<file path="config.mk">
export PLATFORM = sky130hd
export DESIGN_NAME = i2c_reg_sequencer
export DESIGN_NICKNAME = d
export VERILOG_FILES = /design/src/rtl/i2c_pkg.sv /design/src/rtl/i2c_phase_timer.sv /design/src/rtl/i2c_reg_sequencer.sv
export SDC_FILE = /design/constraint.sdc
export NUM_CORES = 1
export LEC_CHECK = 0
export ABC_AREA = 1
export CAP_MARGIN = 5
export CORE_MARGIN = 8
export CORE_UTILIZATION = 45
export DETAILED_ROUTE_END_ITERATION = 8
export GPL_TIMING_DRIVEN = 0
export PLACE_DENSITY = 0.68
export SLEW_MARGIN = 20
export SYNTH_ARGS = -nofsm -noshare
export SYNTH_HDL_FRONTEND = slang
export SYNTH_SLANG_ARGS = --single-unit
</file>
<file path="constraint.sdc">
create_clock -name clock -period 4.9 [get_ports clock]
set_clock_uncertainty 0.1 [all_clocks]
set_input_delay 0.735 -clock clock [delete_from_list [all_inputs] [get_ports clock]]
set_output_delay 0.735 -clock clock [all_outputs]
set_load 0.02 [all_outputs]
</file>
<file path="src/rtl/i2c_pkg.sv">
// -----------------------------------------------------------------------------
// i2c_pkg
// Shared encodings for the I2C register sequencer and related I2C blocks.
//   phase_e     : which kind of byte phase is being driven on the controller
//   seq_state_e : sequencer FSM states
//   I2C_WRITE / I2C_READ : R/W bit values placed in the address byte
// -----------------------------------------------------------------------------
package i2c_pkg;

    typedef enum logic [1:0] {
        PH_ADDR,
        PH_REG,
        PH_WDATA,
        PH_RDATA
    } phase_e;

    typedef enum logic [2:0] {
        ST_IDLE,
        ST_ISSUE,
        ST_WAIT_HIGH,
        ST_WAIT_LOW,
        ST_CHECK,
        ST_FINISH
    } seq_state_e;

    localparam logic I2C_WRITE = 1'b0;
    localparam logic I2C_READ  = 1'b1;

endpackage

</file>
<file path="src/rtl/i2c_phase_timer.sv">
// -----------------------------------------------------------------------------
// i2c_phase_timer
// Loadable down-counter used to bound how long one I2C byte phase may take.
//   clk_i        : clock
//   rst_ni       : synchronous active-low reset
//   load_i       : load load_value_i (takes priority over en_i)
//   load_value_i : cycles remaining minus one
//   en_i         : count down by one (saturates at zero)
//   expired_o    : count has reached zero
// -----------------------------------------------------------------------------
module i2c_phase_timer #(
    parameter int unsigned WIDTH = 16
) (
    input  logic             clk_i,
    input  logic             rst_ni,
    input  logic             load_i,
    input  logic [WIDTH-1:0] load_value_i,
    input  logic             en_i,
    output logic             expired_o
);

    logic [WIDTH-1:0] count_q;

    always_ff @(posedge clk_i) begin
        if (!rst_ni) begin
            count_q <= '0;
        end else if (load_i) begin
            count_q <= load_value_i;
        end else if (en_i && (count_q != '0)) begin
            count_q <= count_q - 1'b1;
        end
    end

    assign expired_o = (count_q == '0);

endmodule

</file>
<file path="src/rtl/i2c_reg_sequencer.sv">
// -----------------------------------------------------------------------------
// i2c_reg_sequencer
// Runs a complete I2C register transaction on a byte-level I2C controller:
// device address, register address, then 1..MAX_BYTES data bytes written, or
// read back after a repeated start.
//   clock, reset          : clock, synchronous active-low reset
//   start                 : command strobe, accepted only when idle
//   dev_address, reg_address, rw, length, wdata : command, latched at start
//   rdata, busy, done, error : transaction results/status
//   i2c_trigger, i2c_restart, i2c_last_byte, i2c_address, i2c_read_write,
//   i2c_write_data        : per-phase controls to the controller
//   i2c_read_data, i2c_ack_error, i2c_busy : controller status
// -----------------------------------------------------------------------------
module i2c_reg_sequencer
    import i2c_pkg::*;
#(
    parameter int unsigned MAX_BYTES = 4,
    parameter int unsigned TIMEOUT   = 65535
) (
    input  logic                   clock,
    input  logic                   reset,
    input  logic                   start,
    input  logic [6:0]             dev_address,
    input  logic [7:0]             reg_address,
    input  logic                   rw,
    input  logic [2:0]             length,
    input  logic [8*MAX_BYTES-1:0] wdata,
    output logic [8*MAX_BYTES-1:0] rdata,
    output logic                   busy,
    output logic                   done,
    output logic                   error,
    output logic                   i2c_trigger,
    output logic                   i2c_restart,
    output logic                   i2c_last_byte,
    output logic [6:0]             i2c_address,
    output logic                   i2c_read_write,
    output logic [7:0]             i2c_write_data,
    input  logic [7:0]             i2c_read_data,
    input  logic                   i2c_ack_error,
    input  logic                   i2c_busy
);

    localparam int unsigned DW = 8 * MAX_BYTES;
    localparam int unsigned TW = $clog2(TIMEOUT + 1);

    seq_state_e    state_q;
    phase_e        phase_q;
    logic [6:0]    dev_q;
    logic [7:0]    reg_q;
    logic          rw_q;
    logic [2:0]    len_q;
    logic [DW-1:0] wdata_q;
    logic [2:0]    byte_q;

    logic          len_ok;
    logic          last_data;
    logic [2:0]    byte_nx;
    logic          next_last;
    logic          timer_load;
    logic          timer_en;
    logic          timer_expired;

    assign len_ok    = (length != 3'd0) && ({29'd0, length} <= MAX_BYTES);
    assign last_data = (byte_q == len_q - 3'd1);
    assign byte_nx   = byte_q + 3'd1;
    assign next_last = (byte_nx == len_q - 3'd1);

    // Timer is loaded with TIMEOUT-1 during ISSUE so it reads zero on the
    // TIMEOUT-th wait cycle of the phase.
    assign timer_load = (state_q == ST_ISSUE);
    assign timer_en   = (state_q == ST_WAIT_HIGH) || (state_q == ST_WAIT_LOW);

    i2c_phase_timer #(
        .WIDTH (TW)
    ) u_phase_timer (
        .clk_i        (clock),
        .rst_ni       (reset),
        .load_i       (timer_load),
        .load_value_i (TW'(TIMEOUT - 1)),
        .en_i         (timer_en),
        .expired_o    (timer_expired)
    );

    always_ff @(posedge clock) begin
        if (!reset) begin
            state_q        <= ST_IDLE;
            phase_q        <= PH_ADDR;
            dev_q          <= '0;
            reg_q          <= '0;
            rw_q           <= 1'b0;
            len_q          <= '0;
            wdata_q        <= '0;
            byte_q         <= '0;
            rdata          <= '0;
            busy           <= 1'b0;
            done           <= 1'b0;
            error          <= 1'b0;
            i2c_trigger    <= 1'b0;
            i2c_restart    <= 1'b0;
            i2c_last_byte  <= 1'b0;
            i2c_address    <= '0;
            i2c_read_write <= 1'b0;
            i2c_write_data <= '0;
        end else begin
            i2c_trigger <= 1'b0;
            i2c_restart <= 1'b0;
            done        <= 1'b0;

            unique case (state_q)
                ST_IDLE: begin
                    if (start) begin
                        dev_q   <= dev_address;
                        reg_q   <= reg_address;
                        rw_q    <= rw;
                        len_q   <= length;
                        wdata_q <= wdata;
                        byte_q  <= '0;
                        rdata   <= '0;
                        error   <= 1'b0;
                        if (len_ok) begin
                            busy           <= 1'b1;
                            phase_q        <= PH_ADDR;
                            i2c_address    <= dev_address;
                            i2c_read_write <= I2C_WRITE;
                            i2c_last_byte  <= 1'b0;
                            i2c_write_data <= '0;
                            i2c_trigger    <= 1'b1;
                            i2c_restart    <= 1'b1;
                            state_q        <= ST_ISSUE;
                        end else begin
                            error   <= 1'b1;
                            done    <= 1'b1;
                            state_q <= ST_FINISH;
                        end
                    end
                end

                ST_ISSUE: begin
                    state_q <= ST_WAIT_HIGH;
                end

                ST_WAIT_HIGH: begin
                    if (i2c_busy) begin
                        state_q <= ST_WAIT_LOW;
                    end else if (timer_expired) begin
                        error   <= 1'b1;
                        done    <= 1'b1;
                        busy    <= 1'b0;
                        state_q <= ST_FINISH;
                    end
                end

                ST_WAIT_LOW: begin
                    if (!i2c_busy) begin
                        state_q <= ST_CHECK;
                    end else if (timer_expired) begin
                        error   <= 1'b1;
                        done    <= 1'b1;
                        busy    <= 1'b0;
                        state_q <= ST_FINISH;
                    end
                end

                ST_CHECK: begin
                    if ((phase_q != PH_RDATA) && i2c_ack_error) begin
                        error   <= 1'b1;
                        done    <= 1'b1;
                        busy    <= 1'b0;
                        state_q <= ST_FINISH;
                    end else begin
                        unique case (phase_q)
                            // i2c_read_write distinguishes the initial address
                            // phase from the repeated-start read address phase.
                            PH_ADDR: begin
                                if (i2c_read_write == I2C_READ) begin
                                    phase_q       <= PH_RDATA;
                                    byte_q        <= '0;
                                    i2c_last_byte <= (len_q == 3'd1);
                                end else begin
                                    phase_q        <= PH_REG;
                                    i2c_write_data <= reg_q;
                                    i2c_last_byte  <= 1'b0;
                                end
                                i2c_trigger <= 1'b1;
                                state_q     <= ST_ISSUE;
                            end

                            PH_REG: begin
                                if (rw_q == I2C_READ) begin
                                    phase_q        <= PH_ADDR;
                                    i2c_read_write <= I2C_READ;
                                    i2c_restart    <= 1'b1;
                                end else begin
                                    phase_q        <= PH_WDATA;
                                    byte_q         <= '0;
                                    i2c_write_data <= wdata_q[DW-1 -: 8];
                                    wdata_q        <= wdata_q << 8;
                                    i2c_last_byte  <= (len_q == 3'd1);
                                end
                                i2c_trigger <= 1'b1;
                                state_q     <= ST_ISSUE;
                            end

                            // wdata_q is shifted per byte so the next byte is
                            // always in the top lane.
                            PH_WDATA: begin
                                if (last_data) begin
                                    done    <= 1'b1;
                                    busy    <= 1'b0;
                                    state_q <= ST_FINISH;
                                end else begin
                                    byte_q         <= byte_nx;
                                    i2c_write_data <= wdata_q[DW-1 -: 8];
                                    wdata_q        <= wdata_q << 8;
                                    i2c_last_byte  <= next_last;
                                    i2c_trigger    <= 1'b1;
                                    state_q        <= ST_ISSUE;
                                end
                            end

                            PH_RDATA: begin
                                rdata <= rdata |
                                    ((DW'(i2c_read_data) << (DW - 8)) >> {byte_q, 3'b000});
                                if (last_data) begin
                                    done    <= 1'b1;
                                    busy    <= 1'b0;
                                    state_q <= ST_FINISH;
                                end else begin
                                    byte_q        <= byte_nx;
                                    i2c_last_byte <= next_last;
                                    i2c_trigger   <= 1'b1;
                                    state_q       <= ST_ISSUE;
                                end
                            end

                            default: state_q <= ST_IDLE;
                        endcase
                    end
                end

                ST_FINISH: begin
                    state_q <= ST_IDLE;
                end

                default: state_q <= ST_IDLE;
            endcase
        end
    end

endmodule

</file>
; Word level (Yosys, flattened, before mapping)
; Cells that the tools add are included.
[word_totals]
input_bits = 64
regBits = 122
elab_cells = 171
[op_classes]
shifts = 1
muxes = 89
eq_ne = 30
addsub = 3
n_reduce_logical = 26
bitwise = 2
magnitude_cmp = 1
[ops]
columns = operator, n
row1 = 32-bit two-way mux, 7
row2 = 32-bit one-hot mux with 2 select lines, 3
row3 = 8-bit two-way mux, 6
row4 = 1-bit two-way mux, 37
row5 = 3-bit two-way mux, 12
row6 = 16-bit two-way mux, 2
row7 = 32-bit bitwise OR, 1
row8 = 32-bit by 6-bit right shift with 32-bit output, 1
row9 = 8-bit one-hot mux with 3 select lines, 1
row10 = 6-bit AND reduction, 4
row11 = "3-bit inequality test, second input constant", 7
row12 = "2-bit inequality test, second input constant", 9
row13 = 16-bit zero test, 1
row14 = 8-bit one-hot mux with 2 select lines, 1
row15 = 16-bit nonzero test, 1
row16 = "16-bit by 1-bit subtractor with 16-bit output, second input constant", 1
row17 = 3-bit one-hot mux with 5 select lines, 1
row18 = 1-bit one-hot mux with 4 select lines, 3
row19 = 3-bit one-hot mux with 2 select lines, 2
row20 = 2-bit two-way mux, 5
row21 = 1-bit one-hot mux with 2 select lines, 5
row22 = 5-bit AND reduction, 2
row23 = 3-bit one-hot mux with 3 select lines, 1
row24 = 2-bit one-hot mux with 2 select lines, 2
row25 = 27 further kinds, 37

; Longest topological paths before layout
; Gate-level depths: netlist (run 1).
[depth]
depth_word = 6
depth_mapped = 13
depth_no_buf = 13

; Cells and area by module
; A second synthesis (run 1) with hierarchy kept.
[hier_totals]
cells_unflattened = 952
hier_area_um2 = 6238.5
[modules_own_cells]
columns = mod, n_inst, area_each_um2, cells_each, seq_area_each_um2
row1 = i2c_reg_sequencer, 1, 5048.6, 741, 2122.0
row2 = i2c_phase_timer, 1, 1189.9, 211, 320.3

; Worst setup path after synthesis (run 1)
; No wires, ideal clock.
[synth_timing]
path_type = input -> register
startpoint = in length[1]
endpoint = reg i2c_write_data[6]
n_path_buf = 1
arrival_ns = 1.731
slack_ns = 2.956
path_stages = 10
cell_sequence = nor2_1 > xor2_1 > nand2_1 > nand2_1 > nor2_1 > nand2_2 > buf_4 > nand2_1 > nand2_1 > nor2_1
[synth_between]
elab_chain_cells = 4
word_cells_on_any_way = 5
cone_classes = order compare (1) / eq/ne (1) / reduce/logical (3)
[synth_lines]
columns = item, line_no
row1 = "start, declared", i2c_reg_sequencer.sv:26  ; input logic [2:0] length,
row2 = 3-bit <= comparator or 3-bit nonzero test (tied branches), i2c_reg_sequencer.sv:63  ; assign len_ok = (length != 3'd0) && ({29'd0, length} <= MAX_BYTES);
row3 = 1-bit logical AND (*), i2c_reg_sequencer.sv:63
row4 = 2-bit inequality test (no line) (*), n/a
row5 = 8-bit AND reduction (no line) (*), n/a
row6 = "end signal, assigned", i2c_reg_sequencer.sv:181  ; i2c_write_data <= reg_q;
row7 = "end signal, assigned", i2c_reg_sequencer.sv:196  ; i2c_write_data <= wdata_q[DW-1 -: 8];
row8 = "end signal, assigned", i2c_reg_sequencer.sv:213  ; i2c_write_data <= wdata_q[DW-1 -: 8];
row9 = "end, declared", i2c_reg_sequencer.sv:37  ; output logic [7:0] i2c_write_data,
; Mark *: on every way between the ends. The rest lies on a longest branch, timed or not.
; A chain may end at the register's enable or synchronous reset.

; Worst setup path after layout (run 1)
; Same ends and word-level chain as after synthesis.

==> run_results.csv, run 1 <==
group,metric,value,unit
global_routing,gr-total-overflow,0,
die,core_region_area,12600,um^2
detailed_routing,wirelength,16100,um
global_routing,grt_busiest_layer,"met2",
detailed_routing,detail_route.wl_per_cell,13.3,um
logic_synthesis,syn-num-nets,962,
worst_setup_path,crit_arrival,2670,ps
worst_setup_path,crit_path_start_kind,"input pin",
global_routing,grt_use_total,19.5,%
sta,worst_pin_slew,666,ps
sta,rsz0062_at_grt,"false",
clocking,htreeDepth,4,
placement,place.gp.congestion,0.892,
cells_and_area,nets,1097,
global_routing,antenna_found_initial,0,
clocking,cts_buffer_depth,2,
clocking,clk_transition_reported_paths,50,ps
global_routing,met2_usage,30.6,%
logic_synthesis,synthTopCellsByCount,"nand2_1, nor2_1, dfxtp_1",
logic_synthesis,ys_seq_elements,122,
sta,finalCriticalPeriod,2460,ps
worst_setup_path,cp_max_fo,10,
min_path,hold_class,"flop to flop",
sta,timing.final.ws_setup,2440,ps
power,powerDensity,635,nW/um^2
sta,period_share,50.1,%
placement,placedCellCount,1178,
run,drv_cap,0,
sta,hold_viol_final,0,
detailed_routing,ant_nets,0,
clocking,cts_hold_buf,0,
outcome,status,"finished, final reports clean",
logic_synthesis,synth_warnings,0,
detailed_routing,via_per_inst,4.76,
sta,finalSetupViolations,0,
die,io_pins,118,
placement,pre_cts_ws,2060,ps
cells_and_area,n_fill_cell,1266,
placement,io_buffer_count,116,
sta,maxSlewHeadroom,55.3,%
logic_synthesis,yosys.area.top_type_share,41.9,%
global_routing,use_met1,24.3,%
clocking,cts_tree,"done",
cells_and_area,final_cells,1210,
cells_and_area,antenna_cells,0,
power,leakagePower,3.47,nW
logic_synthesis,async_flop_share,0,%
detailed_routing,drtIter0Drc,356,
die,die_w,130,um
worst_setup_path,cp.required,5110,ps
sta,fin_tns_setup,0,ps
global_routing,grt_max_degree,17,
worst_setup_path,crit_type,"input pin to flop",
detailed_routing,drt-pass1-iter-count,5,
logic_synthesis,synth_most_common_cell,"nand2_1",
die,die-area,16800,um^2
clocking,postCtsResizedCells,0,
logic_synthesis,yosysUniqueCellTypes,36,
die,start_util,46.2,%
logic_synthesis,synth.area.top_cells,"dfxtp_1, nand2_1, nor2_1",
detailed_routing,vias,5761,
placement,dp_hpwl,12000,um
clocking,cts_sinks,122,
clocking,cts-root-buf,"clkbuf_16",
logic_synthesis,synth_edf_count,0,
placement,placed_area,7200,um^2
global_routing,grt_pass1_vias,5494,
logic_synthesis,ys.flop_type,"dfxtp_1",
global_routing,met3_usage,7.14,%
global_routing,grt_pass1_wl,26100,um
logic_synthesis,yosysTopAreaCell,"dfxtp_1",
cells_and_area,area.growth.synth_to_final,34.0,%
sta,slew_violations,0,
logic_synthesis,syn-mean-instance-area,6.55,um^2
clocking,clk-insertion-delay-late,420,ps
sta,clock.fmax,0.407,GHz
clocking,cts_inserted_buffers,17,
die,die_y,130,um
cells_and_area,fin_area,7810,um^2
power,ir_drop,236,uV
cells_and_area,drive_gt1_share,6.17,%
logic_synthesis,ys_seq_area_share,41.9,%
die,rows,41,
logic_synthesis,syn-cell-area,5830,um^2
detailed_routing,drc,0,
logic_synthesis,syn_inst,890,
worst_setup_path,end_kind,"flop",
clocking,post_cts_buffers,0,
cells by family after synthesis:
logic type,after synthesis,synth area share (%)
DFF,122,41.9
and+or+nand+nor,438,30.9
buffers and inverters,161,11.0
adders and majority gates,8,1.72
AOI/OAI and AO/OA,158,13.9
xor gates and xnor gates,3,0.451
per-stage QoR:
stage	hold slack (ps)	total power, mW	util, %
6_report	347	4.96	61.9
5_1_grt	366	5.35	61.9
4_1_cts	350	4.98	61.9
3_5_place_dp	341	3.70	57.1
3_3_place_gp	335	3.67	57.1
2_1_floorplan	325	3.05	-
metal layers:
layer  vias up  share of wire [%]
li1       3039                  -
met1      2552                 46
met2       156                 45
met3        14                7.8
met4         0                1.3
met5         -                  0
worst paths after layout:
path,start,to,slack [ps],cells after the start
max,length[1],i2c_write_data[6],2440,11
min,rdata[19],rdata[19],350,2
max reg2reg,state_q[2],u_phase_timer.count_q[14],2790,7
min reg2reg,rdata[19],rdata[19],350,2
final cells by class:
cell class | count | area (um^2) | share of cell area (%)
Multi-Input combinational cell | 607 | 2740 | 35.1
Sequential cell | 122 | 2440 | 31.3
Timing Repair Buffer | 116 | 1160 | 14.9
Clock buffer | 26 | 519 | 6.65
Inverter | 124 | 468 | 5.99
Tap cell | 172 | 215 | 2.76
Buffer | 37 | 175 | 2.24
Clock inverter | 6 | 83.8 | 1.07
report_power, final:
group          internal [mW]  switching (mW)  leakage [nW]
Clock                  0.828           0.431         0.300
Combinational          0.783            1.42          2.17
Sequential              1.30           0.191          1.00
Total                   2.92            2.05          3.47
registers in the layout, indices dropped and copies added (netlist names), 3 cells and up:
name and cells:
len_q 3, rdata 32, wdata_q 32, u_phase_timer.count_q 16
state_q 3, byte_q 3, i2c_write_data 8, reg_q 8
i2c_address 7
cells in the final DEF (no fill, tap or decap), drive strengths merged:
| cell | Yosys | layout |
|---|---|---|
| a211oi | 1 | 1 |
| ha | 8 | 8 |
| xor2 | 2 | 2 |
| nor3 | 8 | 8 |
| nand3b | 2 | 2 |
| or2 | 1 | 1 |
| buf | 21 | 21 |
| a31oi | 2 | 2 |
| a21oi | 87 | 87 |
| o21ai | 63 | 63 |
| a21o | 1 | 1 |
| bufinv | 0 | 2 |
| nor2 | 135 | 135 |
| clkbuf | 16 | 42 |
| nor4 | 1 | 1 |
| xnor2 | 1 | 1 |
| clkinv | 2 | 6 |
| nand3 | 32 | 32 |
| nand2 | 252 | 252 |
| o21a | 1 | 1 |
| clkdlybuf4s50 | 0 | 116 |
| inv | 122 | 122 |
| nand4 | 7 | 7 |
| dfxtp | 122 | 122 |
| o211ai | 3 | 3 |
critical path, cell delays in order:
cell and delay, ps:
clkdlybuf4s50_1 450, nor2_1 150, xor2_1 380, nand2_1 160, nand2_1 170, nor2_1 80, nand2_2 150, buf_4 210
nand2_1 70, nand2_1 50, nor2_1 50
Power figures use the tool's default switching activity.
==> inputs of run 2 (changes only) <==
==> constraint.sdc (replaced) <==
create_clock -name clock -period 2.44 [get_ports clock]
set_clock_uncertainty 0.1 [all_clocks]
set_input_delay 0.366 -clock clock [delete_from_list [all_inputs] [get_ports clock]]
set_output_delay 0.366 -clock clock [all_outputs]
set_load 0.02 [all_outputs]
==> results of run 2 <==
The final DEF is identical to that of run 1. Status: finished, final reports clean.
Among the figures that moved: setup slack after placement 2060 ps -> -34.4 ps; setup slack after layout 2440 ps -> 334 ps; start point of the critical path length[1] -> state_q[2]; end point of the critical path i2c_write_data[6] -> u_phase_timer.count_q[14]; register-to-register setup slack 2790 ps -> 330 ps; total power 4.96 mW -> 9.96 mW; worst IR drop on VDD 236 uV -> 475 uV
==> inputs of run 3 (changes only) <==
==> constraint.sdc (replaced) <==
create_clock -name clock -period 2.3 [get_ports clock]
set_clock_uncertainty 0.1 [all_clocks]
set_input_delay 0.46 -clock clock [delete_from_list [all_inputs] [get_ports clock]]
set_output_delay 0.46 -clock clock [all_outputs]
set_load 0.02 [all_outputs]
==> results of run 3 <==
The final DEF is identical to that of run 1. Status: finished, final reports clean.
Among the figures that moved: setup slack after placement 2060 ps -> -268 ps; setup slack after layout 2440 ps -> 119 ps; register-to-register setup slack 2790 ps -> 190 ps; total power 4.96 mW -> 10.6 mW; worst IR drop on VDD 236 uV -> 504 uV
